**src/rtl/cpu_inst_prefetch.sv**
```systemverilog
// Instruction prefetcher: issues up to MAX_OUTSTANDING pipelined reads and queues
// returned instructions with their PCs; jumps flush the queue and drop stale responses.
module cpu_inst_prefetch #(
  parameter int XLEN            = 32,
  parameter int FIFO_DEPTH      = 4,
  parameter int MAX_OUTSTANDING = 2,
  parameter logic [XLEN-1:0] RESET_PC = '0
) (
  input  logic            i_clk,
  input  logic            i_rst,
  input  logic            i_jmp_en,
  input  logic [XLEN-1:0] i_jmp_pc,
  output logic            o_mem_req,
  output logic [XLEN-1:0] o_mem_addr,
  input  logic            i_mem_ready,
  input  logic [XLEN-1:0] i_mem_data,
  input  logic            i_mem_valid,
  output logic [XLEN-1:0] o_inst_data,
  output logic [XLEN-1:0] o_inst_pc,
  output logic            o_inst_valid,
  input  logic            i_inst_ready,
  output logic            o_busy
);

  localparam int CNT_W = $clog2(FIFO_DEPTH + 1);
  localparam int PTR_W = $clog2(FIFO_DEPTH);
  localparam logic [CNT_W-1:0] MAX_C   = CNT_W'(MAX_OUTSTANDING);
  localparam logic [CNT_W:0]   DEPTH_C = (CNT_W + 1)'(FIFO_DEPTH);

  logic [XLEN-1:0]  fetch_pc_q, fetch_pc_d;
  logic [XLEN-1:0]  resp_pc_q, resp_pc_d;
  logic [CNT_W-1:0] inflight_q, inflight_d;
  logic [CNT_W-1:0] drop_q, drop_d;
  logic [CNT_W-1:0] count_q, count_d;
  logic [PTR_W-1:0] wr_ptr_q, wr_ptr_d;
  logic [PTR_W-1:0] rd_ptr_q, rd_ptr_d;
  logic [XLEN-1:0]  fifo_data_q [FIFO_DEPTH];
  logic [XLEN-1:0]  fifo_data_d [FIFO_DEPTH];
  logic [XLEN-1:0]  fifo_pc_q   [FIFO_DEPTH];
  logic [XLEN-1:0]  fifo_pc_d   [FIFO_DEPTH];

  logic            mem_accept;
  logic            push;
  logic            pop;
  logic [CNT_W:0]  committed;
  logic [XLEN-1:0] jmp_target;
  logic            unused_jmp_lsbs;

  assign unused_jmp_lsbs = ^i_jmp_pc[1:0];
  assign jmp_target      = {i_jmp_pc[XLEN-1:2], 2'b00};

  // Slots already promised to live requests plus queued entries must leave room in the FIFO.
  assign committed = {1'b0, inflight_q - drop_q} + {1'b0, count_q};

  assign o_mem_req    = !i_rst && !i_jmp_en && (inflight_q < MAX_C) && (committed < DEPTH_C);
  assign o_mem_addr   = fetch_pc_q;
  assign o_inst_valid = (count_q != '0) && !i_jmp_en;
  assign o_inst_data  = fifo_data_q[rd_ptr_q];
  assign o_inst_pc    = fifo_pc_q[rd_ptr_q];
  assign o_busy       = (inflight_q != '0);

  always_comb begin
    mem_accept  = o_mem_req && i_mem_ready;
    push        = i_mem_valid && (drop_q == '0) && !i_jmp_en;
    pop         = o_inst_valid && i_inst_ready;
    fetch_pc_d  = fetch_pc_q;
    resp_pc_d   = resp_pc_q;
    drop_d      = drop_q;
    wr_ptr_d    = wr_ptr_q;
    rd_ptr_d    = rd_ptr_q;
    fifo_data_d = fifo_data_q;
    fifo_pc_d   = fifo_pc_q;
    inflight_d  = inflight_q + CNT_W'(mem_accept) - CNT_W'(i_mem_valid);
    count_d     = count_q + CNT_W'(push) - CNT_W'(pop);

    if (mem_accept) fetch_pc_d = fetch_pc_q + XLEN'(4);
    if (i_mem_valid && (drop_q != '0)) drop_d = drop_q - CNT_W'(1);

    if (push) begin
      fifo_data_d[wr_ptr_q] = i_mem_data;
      fifo_pc_d[wr_ptr_q]   = resp_pc_q;
      wr_ptr_d              = wr_ptr_q + PTR_W'(1);
      resp_pc_d             = resp_pc_q + XLEN'(4);
    end
    if (pop) rd_ptr_d = rd_ptr_q + PTR_W'(1);

    // Everything still in flight after this cycle belongs to the old stream.
    if (i_jmp_en) begin
      fetch_pc_d = jmp_target;
      resp_pc_d  = jmp_target;
      drop_d     = inflight_d;
      count_d    = '0;
      wr_ptr_d   = '0;
      rd_ptr_d   = '0;
    end
  end

  always_ff @(posedge i_clk) begin
    if (i_rst) begin
      fetch_pc_q  <= RESET_PC;
      resp_pc_q   <= RESET_PC;
      inflight_q  <= '0;
      drop_q      <= '0;
      count_q     <= '0;
      wr_ptr_q    <= '0;
      rd_ptr_q    <= '0;
      fifo_data_q <= '{default: '0};
      fifo_pc_q   <= '{default: '0};
    end else begin
      fetch_pc_q  <= fetch_pc_d;
      resp_pc_q   <= resp_pc_d;
      inflight_q  <= inflight_d;
      drop_q      <= drop_d;
      count_q     <= count_d;
      wr_ptr_q    <= wr_ptr_d;
      rd_ptr_q    <= rd_ptr_d;
      fifo_data_q <= fifo_data_d;
      fifo_pc_q   <= fifo_pc_d;
    end
  end

endmodule

```
**config.mk**
```make
export PLATFORM = sky130hd
export DESIGN_NAME = cpu_inst_prefetch
export DESIGN_NICKNAME = d
export VERILOG_FILES = /design/src/rtl/cpu_inst_prefetch.sv
export SDC_FILE = /design/constraint.sdc
export NUM_CORES = 1
export LEC_CHECK = 0
export BUFFER_PORTS_ARGS = -buffer_cell sky130_fd_sc_hd__clkbuf_2
export CAP_MARGIN = 0
export CORE_ASPECT_RATIO = 0.5
export CORE_MARGIN = 2
export CORE_UTILIZATION = 25
export CTS_CLUSTER_SIZE = 16
export DETAILED_ROUTE_END_ITERATION = 8
export SYNTH_ARGS = -nofsm -noshare
export SYNTH_HDL_FRONTEND = slang
export SYNTH_SLANG_ARGS = --single-unit
```
**constraint.sdc**
```tcl
create_clock -name i_clk -period 8.15 [get_ports i_clk]
set_clock_uncertainty 0.2 [all_clocks]
set_input_delay 0.4075 -clock i_clk [delete_from_list [all_inputs] [get_ports i_clk]]
set_output_delay 0.4075 -clock i_clk [all_outputs]
set_load 0.01 [all_outputs]
```
# Word level (Yosys, flattened, before mapping)
# Cells that the tools add are included.
totals:
  regBits: 333
  in_bits: 70
  output_inout_bits: 99
  elab_cells: 71
classes:
  n_addsub: 11
  magnitude_cmp: 5
  n_mux: 16
  bitwise: 2
  reduce_logical: 20
ops:
  columns: ["operator", "count"]
  rows:
  - ["2-to-1 mux 32 bit", 9]
  - ["bitwise mux 128 bit", 2]
  - ["binary-select mux 32 bit (select 2 bit)", 2]
  - ["adder 32 x 3 -> 32 bit (second input constant)", 2]
  - ["demux 32 bit (select 2 bit)", 1]
  - ["logical AND 1 bit", 10]
  - ["nonzero test 3 bit", 3]
  - ["adder 3 x 1 -> 3 bit", 2]
  - [">= comparator 3 bit (second input constant)", 2]
  - ["2-to-1 mux 3 bit", 2]
  - ["inverter 2 -> 3 bit", 2]
  - ["nonzero test 2 bit", 3]
  - ["subtractor 3 x 1 -> 3 bit", 2]
  - ["adder 2 x 1 -> 2 bit (second input constant)", 2]
  - ["adder 3 x 3 -> 4 bit", 1]
  - ["< comparator 4 x 3 -> 1 bit (second input constant)", 1]
  - ["logical NOT 3 bit", 1]
  - ["< comparator 3 x 1 -> 1 bit (second input constant)", 1]
  - ["< comparator 3 x 2 -> 1 bit (second input constant)", 1]
  - ["subtractor 3 x 1 -> 3 bit (second input constant)", 1]
  - ["subtractor 3 bit", 1]
  - ["logical NOT 1 bit", 2]
  - ["OR reduction 2 bit", 1]

# Depth between registers and ports, before layout
depth:
  word_depth: 8
  ltp_mapped: 17
  depth_no_buf: 16

# Least setup slack after synthesis
# OpenSTA, ideal clock, no wires.
synth_path:
  kind: "register to register"
  from: "register inflight_q[0]"
  to: "register drop_q[2]"
  setup_time_ns: 0.086
  arrival_time_ns: 3.626
  required_ns: 7.864
  path_slack_ns: 4.238
  stages_incl_launch_ff: 18
  n_path_buf: 1
  synth_period_minus_slack_ns: 3.912
  cell_sequence: "dfxtp_1 > inv_1 > ha_1 > inv_1 > fa_1 > xor2_1 > xnor2_1 > ha_1 > or4b_4 > nor4b_4 > buf_4 > inv_1 > ha_1 > inv_1 > ha_1 > fa_1 > xor2_1 > a211oi_1"
synth_via:
  elab_chain_cells: 8
  elab_cells_between_ends: 10
  classes_between: "add/sub: 4; order compare: 2; mux: 1; reduce/logical: 3"
synth_lines:
  columns: ["element", "line_no", "source"]
  rows:
  - ["start, declared", "32", "logic [CNT_W-1:0] inflight_q, inflight_d;"]
  - ["start signal, assigned", "112", "inflight_q <= inflight_d;"]
  - ["subtractor 3 bit", "53", "assign committed = {1'b0, inflight_q - drop_q} + {1'b0, count_q};"]
  - ["adder 3 x 3 -> 4 bit", "53", null]
  - ["< comparator 4 x 3 -> 1 bit", "55", "assign o_mem_req = !i_rst && !i_jmp_en && (inflight_q < MAX_C) && (committed < DEPTH_C);"]
  - ["logical AND 1 bit", "55", null]
  - ["logical AND 1 bit", "63", "mem_accept = o_mem_req && i_mem_ready;"]
  - ["adder 3 x 1 -> 3 bit (*)", "73", "inflight_d = inflight_q + CNT_W'(mem_accept) - CNT_W'(i_mem_valid);"]
  - ["subtractor 3 x 1 -> 3 bit (*)", "73", null]
  - ["2-to-1 mux 3 bit (*)", "88", "if (i_jmp_en) begin"]
  - ["end signal, assigned", "113", "drop_q <= drop_d;"]
  - ["end, declared", "33", "logic [CNT_W-1:0] drop_q, drop_d;"]
# Mark *: on every way between the ends. The rest lies on a longest branch, timed or not.
# A chain may end at the register's enable or synchronous reset.

# Worst setup path after layout
layout_path:
  from: "register inflight_q[0]"
  to: "register fetch_pc_q[31], in the netlist o_mem_addr[31]"
layout_via:
  elab_chain_cells: 6
  elab_cells_between_ends: 8
  classes_between: "add/sub: 2; order compare: 2; reduce/logical: 4"
layout_lines:
  columns: ["element", "line_no", "source"]
  rows:
  - ["subtractor 3 bit", "53", null]
  - ["adder 3 x 3 -> 4 bit", "53", null]
  - ["< comparator 4 x 3 -> 1 bit", "55", null]
  - ["logical AND 1 bit (*)", "55", null]
  - ["logical AND 1 bit (*)", "63", null]
  - ["nonzero test 2 bit (no line) (*)", null, null]
  - ["end signal, assigned", "110", "fetch_pc_q <= fetch_pc_d;"]
  - ["end, declared", "30", "logic [XLEN-1:0] fetch_pc_q, fetch_pc_d;"]
# Marks and branches as above.

==> flow_summary.ini <==
[finish]
num-nets-final = 1840
regArea_mm2 = 0.00643
multi_input_area_mm2 = 0.00692
fillers = 5849
diodes = 0
area_growth_pct = 20.0
drive_above_1_share = 0.173

[yosys]
ys_types = 54
synth-seq-cells = 321
synth.largest_area_cell = dfxtp_1
synth_seq_area_share = 0.458
synth-async-reset-ratio = 0
synth_top_area_frac = 0.458
synth.cell_area_mm2 = 0.0140
postSynthCellCount = 1636
ys.flop_type = dfxtp_1
synthTopCellsByCount = 523 x nand2_1, 321 x dfxtp_1, 282 x a21oi_1
yosysWarnings = 0
synth-edff-count = 0
post-synth-top-count-cell = nand2_1
ys_top_cells_by_area = dfxtp_1 46%, nand2_1 14%, a21oi_1 10%
syn_avg_cell_area_um2 = 8.58

[sta]
worst_pin_slew_ns = 1.00
whs_ns = 0.0144
max_clock_freq_ghz = 0.242
final_max_slew_viol_count = 0
setup_tns_ns = 0
maxSlewHeadroom = 0.330
fin_crit_sh = 0.506
rsz0062_at_grt = false
setup_violations = 0
hold_viol = 0
fin_crit_ns = 4.13

[critical_path]
startpoint_type = register
path_buf_inv = 3
cp.required_ns = 8.38
cp_top_family = simple AND/OR/NAND/NOR gates
reg2reg_from = inflight_q[0]
crit_start = inflight_q[0]
endpoint = o_mem_addr[31]
crit_path_cell_trace = inv_1 -> ha_1 -> inv_1 -> fa_1 -> xor2_1 -> xnor2_1 -> ha_1 -> or4b_4 -> nor4b_4 -> buf_4 -> nand4_1 -> or4_1 -> a31oi_1
setup.worst_path.end_class = register
timing.rr.end = o_mem_addr[31]
crit_slowest_cell = or4_1
r2r_cells = 13
crit_arrival_ns = 4.36
critPathMaxStageDelay_ns = 0.67
path_class = register to register
rrSetupSlack_ns = 4.02
path_depth = 13
critPathMaxFanout = 14

[clocking]
clock_path_buffers = 3
clock_latency_ns = 0.51
root_buffer = clkbuf_16
clkSinkCount = 321
cts_tree = done
numCtsBuffers = 35
clkSlewWorstSetupHoldPaths_ns = 0.06
cts_max_level = 2
cts_resized = 0

[route]
drc = 0
routed_wl_mm = 39.1
route.met3.wl_mm = 1.22
ant_nets = 0
firstDrtPassIters = 4
viasPerCell = 4.62
route.detailed.wl_per_inst_um = 15.5
met2RoutedLength_mm = 20.0
vias = 11700
drt_iter0_markers = 737
wl_met1_mm = 16.9
highest_layer = met4

[grt]
overflow = 0
grt_pass1_vias = 11300
grt_max_degree = 135
grt_antenna_before_repair = 0
grt_pass1_wl_mm = 61.8
grt_usage = 0.131

[pwr]
leakagePower_nw = 5.94
peakVddDrop_v = 0.000131
p_per_area_mw_per_mm2 = 216

[floorplan]
die_h_um = 172
die_area_mm2 = 0.0582
ios = 169
die_w_um = 339
initial_core_util = 0.253
rows = 61
core_area_mm2 = 0.0555

[outcome]
status = completed

[placement]
dp_hpwl_mm = 22.7
gp_congestion = 0.770
portBuffers = 162

[min_path]
min_path_type = input port to register

[job]
drv_cap = 0
==> metal layers <==
metal | vias to the layer above | global-route usage
li1 | 5740 | -
met1 | 5721 | 0.160
met2 | 156 | 0.239
met3 | 64 | 0.0167
met4 | 0 | 0.0425
met5 | - | 0
==> per-stage QoR <==
stage / cell area [um2] / setup WS (ns) / util / std cells / power [mW]
6_report: 16800 / 4.02 / 0.304 / 2528 / 3.64
3_5_place_dp: 15400 / 4.01 / 0.277 / 2435 / 2.08
3_3_place_gp: 15400 / 4.00 / 0.277 / 2435 / 2.08
5_1_grt: 16800 / 3.66 / 0.304 / 2528 / 3.79
4_1_cts: 16800 / 3.99 / 0.304 / 2528 / 3.68
2_1_floorplan: 14000 / 4.24 / - / 1639 / 1.95
==> worst register-to-register path, cell delays in order, from the launching register on <==
cell and delay [ns]:
dfxtp_1 0.31, inv_1 0.07, ha_1 0.14, inv_1 0.05, fa_1 0.36, xor2_1 0.16, xnor2_1 0.13, ha_1 0.27
or4b_4 0.52, nor4b_4 0.21, buf_4 0.24, nand4_1 0.54, or4_1 0.67, a31oi_1 0.17
==> cell usage in the layout (no fill, tap or decap), types with 5 or more instances in the layout <==
cell and n:
a21boi_0 25, a21boi_1 11, a21oi_1 282, and3_1 6, buf_4 10, clkbuf_1 5
clkbuf_16 37, clkbuf_2 161, clkbuf_8 10, clkinv_2 5, dfxtp_1 319, dlygate4sd3_1 35
ha_1 16, inv_1 47, mux4_2 62, nand2_1 519, nand3_1 22, nand4_1 18
nor2_1 23, nor3_1 11, nor4_1 5, o21a_1 11, o31a_1 16, xnor2_1 16
xor2_1 36
==> power breakdown <==
group,total [mW],internal [mW],switching (mW)
clock network,1.58,0.936,0.641
registers,1.68,1.62,0.0585
logic,0.379,0.156,0.223
total,3.64,2.71,0.922
==> worst min path at each step <==
stage | startpoint | endpoint | depth (start not counted)
after floorplan | fifo_data_q[63] | fifo_data_q[63] | 2
after global placement | fifo_pc_q[103] | fifo_pc_q[103] | 2
after detailed placement | fifo_pc_q[38] | fifo_pc_q[38] | 2
after CTS | i_jmp_pc[3] | resp_pc_q[3] | 3
after global routing | i_jmp_pc[3] | resp_pc_q[3] | 3
final | i_jmp_pc[3] | resp_pc_q[3] | 3
==> cells by family after synthesis <==
kind of cell | Yosys count | synth area share
and+or+nand+nor | 641 | 0.194
AOI/OAI and AO/OA | 358 | 0.143
DFF | 321 | 0.458
buffers and inverters | 179 | 0.0528
muxes | 65 | 0.102
xor gates and xnor gates | 52 | 0.0324
adders and majority gates | 19 | 0.0185
other | 1 | 0.000267
==> layout make-up <==
type,count,area share
timing repair buffer,207,0.0739
multi-input combinational,1139,0.411
sequential,321,0.382
tap,756,0.0561
inverter,47,0.0105
clock inverter,7,0.00371
clock buffer,51,0.0634
==> repair_timing <==
action,CTS,global route
buffers inserted,0,0
endpoints found under the hold margin,132,0
hold buffers,35,0
==> state kept, by name, summed over array words and instances, names as in the netlist <==
| register | flops |
|---|---|
| count_q | 3 |
| drop_q | 3 |
| fifo_data_q | 128 |
| fifo_pc_q | 120 |
| inflight_q | 3 |
| o_mem_addr | 30 |
| rd_ptr_q | 2 |
| resp_pc_q | 30 |
| wr_ptr_q | 2 |
No activity file was read; power rests on OpenSTA's default activity.
